--- src/rtl/sync_fifo_flags.sv ---
// -----------------------------------------------------------------------------
// sync_fifo_flags
//
// Single-clock FIFO with show-ahead read data, occupancy count, level flags
// and sticky overflow/underflow error flags.
//
// Parameters
//   WIDTH     data word width in bits (>= 1)
//   DEPTH     number of entries (power of two, >= 2)
//   AF_LEVEL  almost_full asserts when count >= AF_LEVEL (1..DEPTH)
//   AE_LEVEL  almost_empty asserts when count <= AE_LEVEL (0..DEPTH-1)
//
// Ports
//   clock         in   rising-edge clock for all state
//   reset         in   synchronous active-high reset (highest priority)
//   flush         in   synchronous queue clear (pointers and count to zero)
//   data_in       in   write data
//   we            in   write enable
//   re            in   read enable
//   data_out      out  oldest entry, valid combinationally while not empty
//   full          out  count == DEPTH
//   empty         out  count == 0
//   almost_full   out  count >= AF_LEVEL
//   almost_empty  out  count <= AE_LEVEL
//   count         out  current occupancy
//   overflow      out  sticky: a write was rejected because the FIFO was full
//   underflow     out  sticky: a read was rejected because the FIFO was empty
//   clear_err     in   clears both sticky error flags
// -----------------------------------------------------------------------------
module sync_fifo_flags #(
    parameter int WIDTH    = 32,
    parameter int DEPTH    = 8,
    parameter int AF_LEVEL = DEPTH - 2,
    parameter int AE_LEVEL = 2
) (
    input  logic                       clock,
    input  logic                       reset,
    input  logic                       flush,
    input  logic [WIDTH-1:0]           data_in,
    input  logic                       we,
    input  logic                       re,
    output logic [WIDTH-1:0]           data_out,
    output logic                       full,
    output logic                       empty,
    output logic                       almost_full,
    output logic                       almost_empty,
    output logic [$clog2(DEPTH):0]     count,
    output logic                       overflow,
    output logic                       underflow,
    input  logic                       clear_err
);

    localparam int PW = $clog2(DEPTH);
    localparam int CW = PW + 1;

    localparam logic [CW-1:0] DEPTH_C    = CW'(DEPTH);
    localparam logic [CW-1:0] AF_LEVEL_C = CW'(AF_LEVEL);
    localparam logic [CW-1:0] AE_LEVEL_C = CW'(AE_LEVEL);
    localparam logic [CW-1:0] COUNT_ONE  = CW'(1);
    localparam logic [PW-1:0] PTR_ONE    = PW'(1);

    // Storage and state
    logic [WIDTH-1:0] mem_r [DEPTH];
    logic [PW-1:0]    wr_ptr_r;
    logic [PW-1:0]    rd_ptr_r;
    logic [CW-1:0]    count_r;
    logic             overflow_r;
    logic             underflow_r;

    // Decoded flags and per-cycle handshakes
    logic             full_s;
    logic             empty_s;
    logic             wr_accept_s;
    logic             rd_accept_s;
    logic             ovf_event_s;
    logic             und_event_s;
    logic [CW-1:0]    count_next_s;

    // Pointer increment; DEPTH is a power of two so natural overflow wraps
    // DEPTH-1 back to 0.
    function automatic logic [PW-1:0] ptr_inc(input logic [PW-1:0] ptr);
        return ptr + PTR_ONE;
    endfunction

    // Level flags are pure decodes of the occupancy count.
    always_comb begin
        full_s  = (count_r == DEPTH_C);
        empty_s = (count_r == {CW{1'b0}});
    end

    // Accept/reject decisions for this cycle's requests. A write into a full
    // FIFO is still accepted when a read frees the head slot in the same
    // cycle; a read from an empty FIFO is always rejected, even if a write
    // arrives alongside it.
    always_comb begin
        wr_accept_s = we && (!full_s || re);
        rd_accept_s = re && !empty_s;
        ovf_event_s = we && full_s && !re;
        und_event_s = re && empty_s;
    end

    // Next occupancy from the accepted write/read pair.
    always_comb begin
        count_next_s = count_r;
        case ({wr_accept_s, rd_accept_s})
            2'b10:   count_next_s = count_r + COUNT_ONE;
            2'b01:   count_next_s = count_r - COUNT_ONE;
            2'b11:   count_next_s = count_r;
            default: count_next_s = count_r;
        endcase
    end

    // Storage write. Reset and flush suppress the write but leave the array
    // contents untouched, so no reset branch is needed on the data itself.
    always_ff @(posedge clock) begin
        if (!reset && !flush && wr_accept_s) begin
            mem_r[wr_ptr_r] <= data_in;
        end
    end

    // Pointers and count: reset > flush > normal traffic.
    always_ff @(posedge clock) begin
        if (reset) begin
            wr_ptr_r <= {PW{1'b0}};
            rd_ptr_r <= {PW{1'b0}};
            count_r  <= {CW{1'b0}};
        end else if (flush) begin
            wr_ptr_r <= {PW{1'b0}};
            rd_ptr_r <= {PW{1'b0}};
            count_r  <= {CW{1'b0}};
        end else begin
            if (wr_accept_s) begin
                wr_ptr_r <= ptr_inc(wr_ptr_r);
            end else begin
                wr_ptr_r <= wr_ptr_r;
            end
            if (rd_accept_s) begin
                rd_ptr_r <= ptr_inc(rd_ptr_r);
            end else begin
                rd_ptr_r <= rd_ptr_r;
            end
            count_r <= count_next_s;
        end
    end

    // Sticky overflow: a new rejected write beats clear_err in the same
    // cycle; a flush neither sets nor clears it.
    always_ff @(posedge clock) begin
        if (reset) begin
            overflow_r <= 1'b0;
        end else if (flush) begin
            overflow_r <= overflow_r;
        end else if (ovf_event_s) begin
            overflow_r <= 1'b1;
        end else if (clear_err) begin
            overflow_r <= 1'b0;
        end else begin
            overflow_r <= overflow_r;
        end
    end

    // Sticky underflow: same precedence as overflow.
    always_ff @(posedge clock) begin
        if (reset) begin
            underflow_r <= 1'b0;
        end else if (flush) begin
            underflow_r <= underflow_r;
        end else if (und_event_s) begin
            underflow_r <= 1'b1;
        end else if (clear_err) begin
            underflow_r <= 1'b0;
        end else begin
            underflow_r <= underflow_r;
        end
    end

    // Output drive: show-ahead data straight from the head slot, flags
    // decoded from the registered count.
    always_comb begin
        data_out     = mem_r[rd_ptr_r];
        full         = full_s;
        empty        = empty_s;
        almost_full  = (count_r >= AF_LEVEL_C);
        almost_empty = (count_r <= AE_LEVEL_C);
        count        = count_r;
        overflow     = overflow_r;
        underflow    = underflow_r;
    end

endmodule

--- config.mk ---
export PLATFORM = sky130hd
export DESIGN_NAME = sync_fifo_flags
export DESIGN_NICKNAME = d
export VERILOG_FILES = /design/src/rtl/sync_fifo_flags.sv
export SDC_FILE = /design/constraint.sdc
export NUM_CORES = 1
export LEC_CHECK = 0
export CORE_AREA = 8 8 154 156
export CTS_BUF_LIST = sky130_fd_sc_hd__clkbuf_16
export CTS_CLUSTER_SIZE = 24
export DETAILED_ROUTE_END_ITERATION = 10
export DIE_AREA = 0 0 162 164
export PLACE_DENSITY = 0.69
export SLEW_MARGIN = 20
export SYNTH_ARGS = -nofsm -noshare
export SYNTH_HDL_FRONTEND = slang
export SYNTH_SLANG_ARGS = --single-unit
export TNS_END_PERCENT = 10
--- constraint.sdc ---
create_clock -name clock -period 6.2 [get_ports clock]
set_clock_uncertainty 0.1 [all_clocks]
set_input_delay 1.24 -clock clock [delete_from_list [all_inputs] [get_ports clock]]
set_output_delay 1.24 -clock clock [all_outputs]
set_load 0.05 [all_outputs]
==> impl_results.md <==
* IO Pins at 80
* Die height at 164 µm
* Yosys cell types at 37
* Final wirelength at 19100 µm
* Fillcell total at 1579
* Drt wl/cell at 22.4 µm
* ANT nets after route at 0
* Port Buffer Count at between 70 and 80
* Grt ovf at 0
* Post-route DRC at 0
* Max H-tree Level at 1
* Part of the cycle the worst path needs at 74.9%
* Worst skew pair latency at 520 ps
* Vias in the first global route at 5266
* CP max stage cell: dfxtp_4
* Bufs and invs on worst path at 2
* Fmax at 0.215 GHz
* Die W at 162 µm
* RSZ-0062 raised after global routing: false
* Nets at around 600
* CTS buffer count at 26
* Post-CTS sizing at 0
* Routed vias/inst at 5.60
* Max-cap violations at 0
* Power Dens Cells at 303 mW/mm²
* Post-layout util at 58.2%
* Mapped Area at 0.0104 mm²
* Power Total at 0.00377 W
* Max Slew Vio Count at 0
* Cell count after synthesis at around 460
* Largest net degree at the start of global routing at 65
* Mean post-synth cell area at 22.6 µm²
* Slew headroom at 31.6%
* Hold Path Class: reg -> reg
* Num rows at 54
* GRT Resource Usage Total at 14.7%
* Initial antenna violation count at 0
* Final Hold Fails at 0
* DR iter-0 viols at 280
* Share of cells above drive strength 1 at 28.1%
* Worst setup EP type: primary output
* Leak at 3.84 nW
* First-pass DRT Iterations at 4
* Critical path's largest stage delay at 730 ps
* Setup crit start kind: flop
* Worst Max-Slew Pin Slew at 1030 ps
* Status: finished, final reports clean
* First-pass GRT wire length at ~30000 µm
* Hold-fix buffers, CTS at 0
* CTS Root Cell: clkbuf_16
* Placer Congestion at 0.716
* Setup TNS at 0 ps
* Starting Density at 48.8%
* Core ar. at 0.0214 mm²
* Antenna diode count at 0
* Setup bufs post-CTS at 0
* Crit-path cells: buf_4 > mux4_2 > mux2_2 > clkdlybuf4s50_1
* Worst Path Required at 4860 ps
* Setup violations, final at 0
* HPWL Detailed at roughly 11000 µm
* CTS tree: done
* Synth top area cells: edfxtp_1, mux4_2, mux2_2
* Hold WS at ~400 ps
* Arr. time, crit path at 3310 ps
* Multi-input combinational cell area at 0.00233 mm²
* Clk buf depth at 3
* Critical path type: reg -> out
* Clock transition at path regs at 60 ps
* Cell taking the most area after synthesis: edfxtp_1
* Die area at around 0.027 mm²
* Post-synth top area share at 73.8%
* Area grow syn2layout at 19.4%
* Seq/Total Area, Yosys at 76.7%
* Family with the most delay on the worst path: buffers and inverters
* Overall via count from detail_route at between 4000 and 5000
* Max VDD drop at about 180 µV
* Syn nets at 504
* Synth warnings at 0
* Crit path time final at about 4600 ps
* Synth Register Bits at 271
* FF+latch area at 0.00799 mm²
* Crit-path max FO at 29
* CTS Sinks at 271
## cell usage in the layout, fill, tap and decap left out, drive strengths merged
cell / instances
a211oi: 1
a21o: 1
a21oi: 3
a22oi: 1
a32oi: 2
buf: 11
bufinv: 4
clkbuf: 27
clkdlybuf4s50: 79
clkinv: 9
clkinvlp: 3
dfxtp: 15
edfxtp: 256
ha: 5
inv: 4
mux2: 32
mux2i: 2
mux4: 64
nand2: 6
nand2b: 4
nand3: 3
nor2: 18
nor3: 2
nor3b: 1
nor4: 1
nor4bb: 1
o2111ai: 1
o211ai: 1
o21ai: 4
o41a: 1
or2: 1
or3: 2
or4: 1
or4b: 1
xnor2: 1
xor2: 5
## final timing paths
| check | start | slack (ps) | to | cells after the start |
|---|---|---|---|---|
| worst min register to register | underflow | 400 | underflow | 2 |
| worst min-delay path | underflow | 400 | underflow | 2 |
| worst max register to register | count[1] | 3370 | mem_r[5][27] | 4 |
| worst max-delay path | flop | 1550 | data_out[9] | 4 |
## through the flow
| stage | setup slack [ps] | std cells | area (µm²) |
|---|---|---|---|
| floorplan | 1350 | 461 | 10400 |
| detailed placement | 2020 | 808 | 11600 |
| finish | 1550 | 853 | 12400 |
| CTS | 1460 | 853 | 12400 |
| global route | 1340 | 853 | 12400 |
| global placement | 2050 | 808 | 11600 |
## layer usage
metal	track usage [%]	vias up	wire (µm)
li1	-	2116	-
met1	18.8	2507	8220
met2	24.9	122	9510
met3	3.06	33	1040
met4	4.34	0	370
met5	0	-	0
## worst reg2reg max path, cell delays in order, from the launching register on
cell	delay [ps]
dfxtp_1	530
or4b_4	260
o2111ai_1	380
nor2_4	860
buf_4	380
## synthesized netlist by cell type
| cell | instances |
|---|---|
| buf_1 | 1 |
| mux4_2 | 64 |
| o21ai_4 | 1 |
| or3_4 | 1 |
| nor3_1 | 2 |
| or4b_4 | 1 |
| nand2_1 | 6 |
| or2_2 | 1 |
| xnor2_1 | 1 |
| clkbuf_1 | 6 |
| o2111ai_1 | 1 |
| mux2i_1 | 2 |
| or4_1 | 1 |
| o41a_1 | 1 |
| xor2_1 | 5 |
| dfxtp_1 | 15 |
| nor4_1 | 1 |
| edfxtp_1 | 256 |
| a21oi_1 | 3 |
| a21o_1 | 1 |
| ha_1 | 5 |
| nor2_1 | 18 |
| buf_4 | 1 |
| inv_1 | 2 |
| buf_6 | 8 |
| a32oi_1 | 2 |
| nor3b_1 | 1 |
| mux2_2 | 32 |
| or3_1 | 1 |
| buf_2 | 7 |
| o211ai_2 | 1 |
| nand3_1 | 3 |
| nor4bb_1 | 1 |
| o21ai_0 | 3 |
| a211oi_1 | 1 |
| a22oi_1 | 1 |
| nand2b_1 | 4 |
## kinds of logic after synthesis
| logic type | count (synthesis) | share of synthesized area, % |
|---|---|---|
| xor+xnor | 6 | 0.504 |
| fa+ha+maj | 5 | 0.600 |
| buf+inv | 25 | 1.60 |
| compound gates | 15 | 1.14 |
| simple gates | 41 | 2.01 |
| flops | 271 | 76.7 |
| mux | 98 | 17.5 |
## layout make-up
type	instances	area share, %
flip-flops and latches	271	64.3
multi-input cells	165	18.7
repair buffers	90	7.12
clock buffers	27	5.43
well taps	280	2.82
clock inverters	18	1.58
inverters	2	0.0604
## state kept, by name (all words and copies together) (netlist names), named ones only
signal / cells
count: 4
rd_ptr_r: 3
wr_ptr_r: 3
mem_r: 256
underflow: 1
overflow: 1
## where the power goes
| part | internal, W | switching (W) |
|---|---|---|
| logic | 0.0000716 | 0.0000945 |
| clock network | 0.000953 | 0.000628 |
| registers | 0.00201 | 0.00000836 |
(Power assumes the default switching activity.)
==> patch 1 (same settings) <==
The parameter `DEPTH` goes from 8 to 4.
--- a/src/rtl/sync_fifo_flags.sv
+++ b/src/rtl/sync_fifo_flags.sv
@@ -29,7 +29,7 @@
 // -----------------------------------------------------------------------------
 module sync_fifo_flags #(
     parameter int WIDTH    = 32,
-    parameter int DEPTH    = 8,
+    parameter int DEPTH    = 4,
     parameter int AF_LEVEL = DEPTH - 2,
     parameter int AE_LEVEL = 2
 ) (
Ports: changed (resized count); port bits go from 80 to 79. No check against the original RTL was run, so the function may have changed too.
==> patch 1 against the unedited design <==
  * Final area shrank 45%
  * Final cell count shrank 28%
  * Sequential share of layout area down 5.0 points
  * Total power fell by 44%
  * Largest cell class unchanged
  * Area after synthesis decreased by 50%
  * Setup slack better by 0.44 ns
  * Routed wire length is 45% lower
  * Worst hold slack lost 0.0012 ns
  * Highest routed layer unchanged
  * Sequential cell count down 132
  * Sequential power fell by 49%
  * Combinational power down 21%
==> patch 1: results (changes against the unedited design) <==
Crit Path Max Fanout 17 (was 29); first-pass GRT wire length 15.9 mm (was 29.9 mm); pin count of the biggest net entering global routing 33 (was 65); vias post-DR 2536 (was 4778); hold wc startpoint rd_ptr_r[1] (was underflow); Syn. warnings 0 (unchanged); EDFF count, synth 128 (was 256); crit path capture data_out[3] (was data_out[9]); H-tree Lvls 4 (was 1); GR Util met1 0.0808 (was 0.188); clk buf depth 2 (was 3); met2 Use GR 0.146 (was 0.249); status completed (unchanged); DRT Pass-1 Iters 4 (unchanged); post-synthesis mux area share 0.139 (was 0.175); dominant cells by area after synthesis edfxtp_1 (74%), mux4_2 (14%), dfxtp_1 (4.2%) (was edfxtp_1 (74%), mux4_2 (14%), mux2_2 (3.5%)); gpl congestion 0.661 (was 0.716); Peak VDD IR 0.139 mV (was 0.180 mV); Max-slew headroom 0.370 (was 0.316); I/O Buffers 78 (was 79); worst r2r path cells 9 (was 4); syn avg cell area 22.3 um2 (was 22.6 um2); reg2reg setup slack 3.55 ns (was 3.37 ns); Place WS 2.25 ns (was 2.02 ns); vias in the first global route 2777 (was 5266); worst-path cell with the longest stage delay dfxtp_2 (was dfxtp_4); CP arrival 2.87 ns (was 3.31 ns); Final #Nets 367 (was 599); Total GRT Usage 0.0818 (was 0.147); RR Endpoint count[2] (was mem_r[5][27]); DR WL met2 5.68 mm (was 9.51 mm); sequential area share after synthesis 0.783 (was 0.767); minimum clock period 4.21 ns (was 4.65 ns); reg-to-reg critical path startpoint count[0] (was count[1]); final non-filler cell total 616 (was 853); post-synthesis compound-gate area fraction 0.0162 (was 0.0114); Synth Net Count 277 (was 504); DP Cell Count 584 (was 808); leakage 2.14 nW (was 3.84 nW); Unique masters post-synth 31 (was 37); Placed Area 0.00629 mm2 (was 0.0116 mm2); detailed-placement wirelength estimate 6.66 mm (was 11.1 mm); Metal-1 WL 4.01 mm (was 8.22 mm); XOR/XNOR Fraction of Synth Area 0.00338 (was 0.00504); DR WL met3 618 um (was 1.04 mm); TritonCTS buffer count 17 (was 26); largest registers mem_r: 128 flops, count: 3 flops (was mem_r: 256 flops, count: 4 flops); worst hold margin 0.395 ns (was 0.397 ns); M3 GR Usage 0.0318 (was 0.0306); worst skew pair latency 0.41 ns (was 0.52 ns); post-synthesis adder-cell area fraction 0.0159 (was 0.00600); layout cell share with drive strength beyond 1 0.223 (was 0.281)
patch 1: cell type report:
type                       instances  area [um2]
fill                            2056       14500
sequential                       139        4070
multi-input combinational         79        1060
timing repair buffer              79         788
clock buffer                      17         425
tap                              280         350
clock inverter                    15         141
inverter                           7        26.3
patch 1: logic make-up after synthesis:
kind of cell	count (synthesis)
muxes	32
AOI/OAI and AO/OA	13
DFF	139
and+or+nand+nor	26
buffers and inverters	15
adders and majority gates	6
xor gates and xnor gates	2
patch 1: power breakdown:
group / switching (W) / internal, W
Clock: 0.000396 / 0.000559
Sequential: 0.00000589 / 0.00103
Combinational: 0.0000756 / 0.0000558
Total: 0.000477 / 0.00165
patch 1: worst reg2reg max path: cells and delay by family (launching register included):
family	cells	cell delay [ns]
simple gates	3	1.10
compound gates	1	0.16
xor+xnor	1	0.16
buf+inv	2	0.12
fa+ha+maj	2	0.56
flops	1	0.37
==> patch 2 (same flow settings) <==
Made on the original files. Remove the case item `2'b10` of the case on `{wr_accept_s, rd_accept_s}`.
--- a/src/rtl/sync_fifo_flags.sv
+++ b/src/rtl/sync_fifo_flags.sv
@@ -103,7 +103,6 @@
     always_comb begin
         count_next_s = count_r;
         case ({wr_accept_s, rd_accept_s})
-            2'b10:   count_next_s = count_r + COUNT_ONE;
             2'b01:   count_next_s = count_r - COUNT_ONE;
             2'b11:   count_next_s = count_r;
             default: count_next_s = count_r;
Function: changed (a bounded check fails within 4 cycles, from zero or initial values and one cycle with reset high).
==> patch 2 against the unedited design <==
  * Critical path depth stayed put
  * Utilization is 0.27 points higher
  * Sequential cell count stayed put
  * Routed wire length is 1.9% higher
  * Area after synthesis is 0.76% higher
  * Final area is 0.46% higher
  * Setup slack worse by 0.14 ns
  * Total power is 3.9% lower
==> patch 2: results (changes against the unedited design) <==
first-pass GRT wire length 29.7 mm (was 29.9 mm); Post-synth ARST share 0 (unchanged); Synth Net Count 498 (was 504); sequential area share after synthesis 0.761 (was 0.767); initial detailed-routing violation count 383 (was 280); RR Endpoint mem_r[0][25] (was mem_r[5][27]); worst r2r path cells 6 (was 4); leakage 3.95 nW (was 3.84 nW); antenna violations before repair 1 (was 0); Crit Path Max Fanout 55 (was 29); crit path kind flop to output port (unchanged); DRT Pass-1 Iters 7 (was 4); routed wire length 19.5 mm (was 19.1 mm); status completed (unchanged); post-CTS setup buffers 0 (unchanged); clk buf depth 3 (unchanged); CP arrival 3.45 ns (was 3.31 ns); fillers 1569 (was 1579); post-cts sizing count 0 (unchanged); dominant cells by area after synthesis edfxtp_1 (73%), mux4_1 (10%), mux4_2 (5.1%) (was edfxtp_1 (74%), mux4_2 (14%), mux2_2 (3.5%)); clk root buf clkbuf_16 (unchanged); Synth top cells by count edfxtp_1 (256), mux4_1 (40), mux2_2 (32) (was edfxtp_1 (256), mux4_2 (64), mux2_2 (32)); Via density 5.67 (was 5.60); reg-to-reg critical path startpoint count[0] (was count[1]); Ant. Diodes 0 (unchanged); largest registers mem_r: 256 flops, count: 4 flops (unchanged); Placed Area 0.0117 mm2 (was 0.0116 mm2); Final #Nets 599 (unchanged); gpl congestion 0.685 (was 0.716); I/O Buffers 79 (unchanged); Total GRT Usage 0.147 (about the same); Syn. warnings 0 (unchanged); TritonCTS buffer count 26 (unchanged); EDFF count, synth 256 (unchanged); clock-pin slew on the worst setup and hold paths 0.06 ns (about the same); worst min-delay path class flop to flop (unchanged); Peak VDD IR 0.195 mV (was 0.180 mV); H-tree Lvls 1 (unchanged); layout cell share with drive strength beyond 1 0.210 (was 0.281); Max-slew headroom 0.292 (was 0.316); vias in the first global route 5181 (was 5266); reg2reg setup slack 3.43 ns (was 3.37 ns); crit path capture data_out[14] (was data_out[9]); Unique masters post-synth 35 (was 37); worst skew pair latency 0.51 ns; pin count of the biggest net entering global routing 56 (was 65); detailed-placement wirelength estimate 10.9 mm (was 11.1 mm)
-- patch 2: metrics by stage --
| step | hold slack (ns) | total power (W) | std cells | setup slack, ns | util |
|---|---|---|---|---|---|
| after floorplan | 0.353 | 0.00209 | 456 | 0.905 | - |
| after global placement | 0.344 | 0.00215 | 809 | 1.88 | 0.546 |
| after CTS | 0.372 | 0.00366 | 857 | 1.31 | 0.585 |
| after detailed placement | 0.361 | 0.00216 | 809 | 1.87 | 0.546 |
| after global routing | 0.397 | 0.00372 | 857 | 1.19 | 0.585 |
| final | 0.363 | 0.00362 | 857 | 1.41 | 0.585 |
-- patch 2: layout make-up --
class / count / area, um2 / area share
clock inverter: 21 / 145 / 0.0116
clock buffer: 27 / 676 / 0.0541
multi-input combinational: 159 / 2410 / 0.193
tap: 280 / 350 / 0.0280
timing repair buffer: 92 / 888 / 0.0711
inverter: 7 / 26.3 / 0.00210
sequential: 271 / 7990 / 0.640
-- patch 2: kinds of logic after synthesis --
kind of cell | count (synthesis) | synth area share
flops | 271 | 0.761
fa+ha+maj | 4 | 0.00477
mux | 99 | 0.189
buf+inv | 26 | 0.0144
simple gates | 37 | 0.0203
compound gates | 19 | 0.0108
-- patch 2: metal layers --
metal / GRT usage / vias to the layer above / part of all wire
met5: 0 / - / 0.00061
met1: 0.182 / 2523 / 0.42
li1: - / 2173 / -
met3: 0.0311 / 25 / 0.053
met4: 0.0459 / 2 / 0.018
met2: 0.255 / 138 / 0.51
-- patch 2: how the worst min path moves through the flow --
stage	startpoint	to	slack, ns	cells after the start
CTS	overflow	overflow	0.37	2
detailed placement	overflow	overflow	0.36	2
global route	overflow	overflow	0.40	2
floorplan	rd_ptr_r[2]	flop	0.35	2
finish	overflow	overflow	0.36	2
global placement	overflow	overflow	0.34	2
-- patch 2: critical path, cell delays in order, from the launching register on --
cell             delay, ns
dfxtp_4               0.98
buf_4                 0.36
mux4_1                0.58
mux2_2                0.27
clkdlybuf4s50_1       0.70
-- patch 2: report_power, final --
| part | switching [W] | internal [W] |
|---|---|---|
| Sequential | 0.00000317 | 0.00201 |
| Clock | 0.000634 | 0.000869 |
| Combinational | 0.0000623 | 0.0000428 |
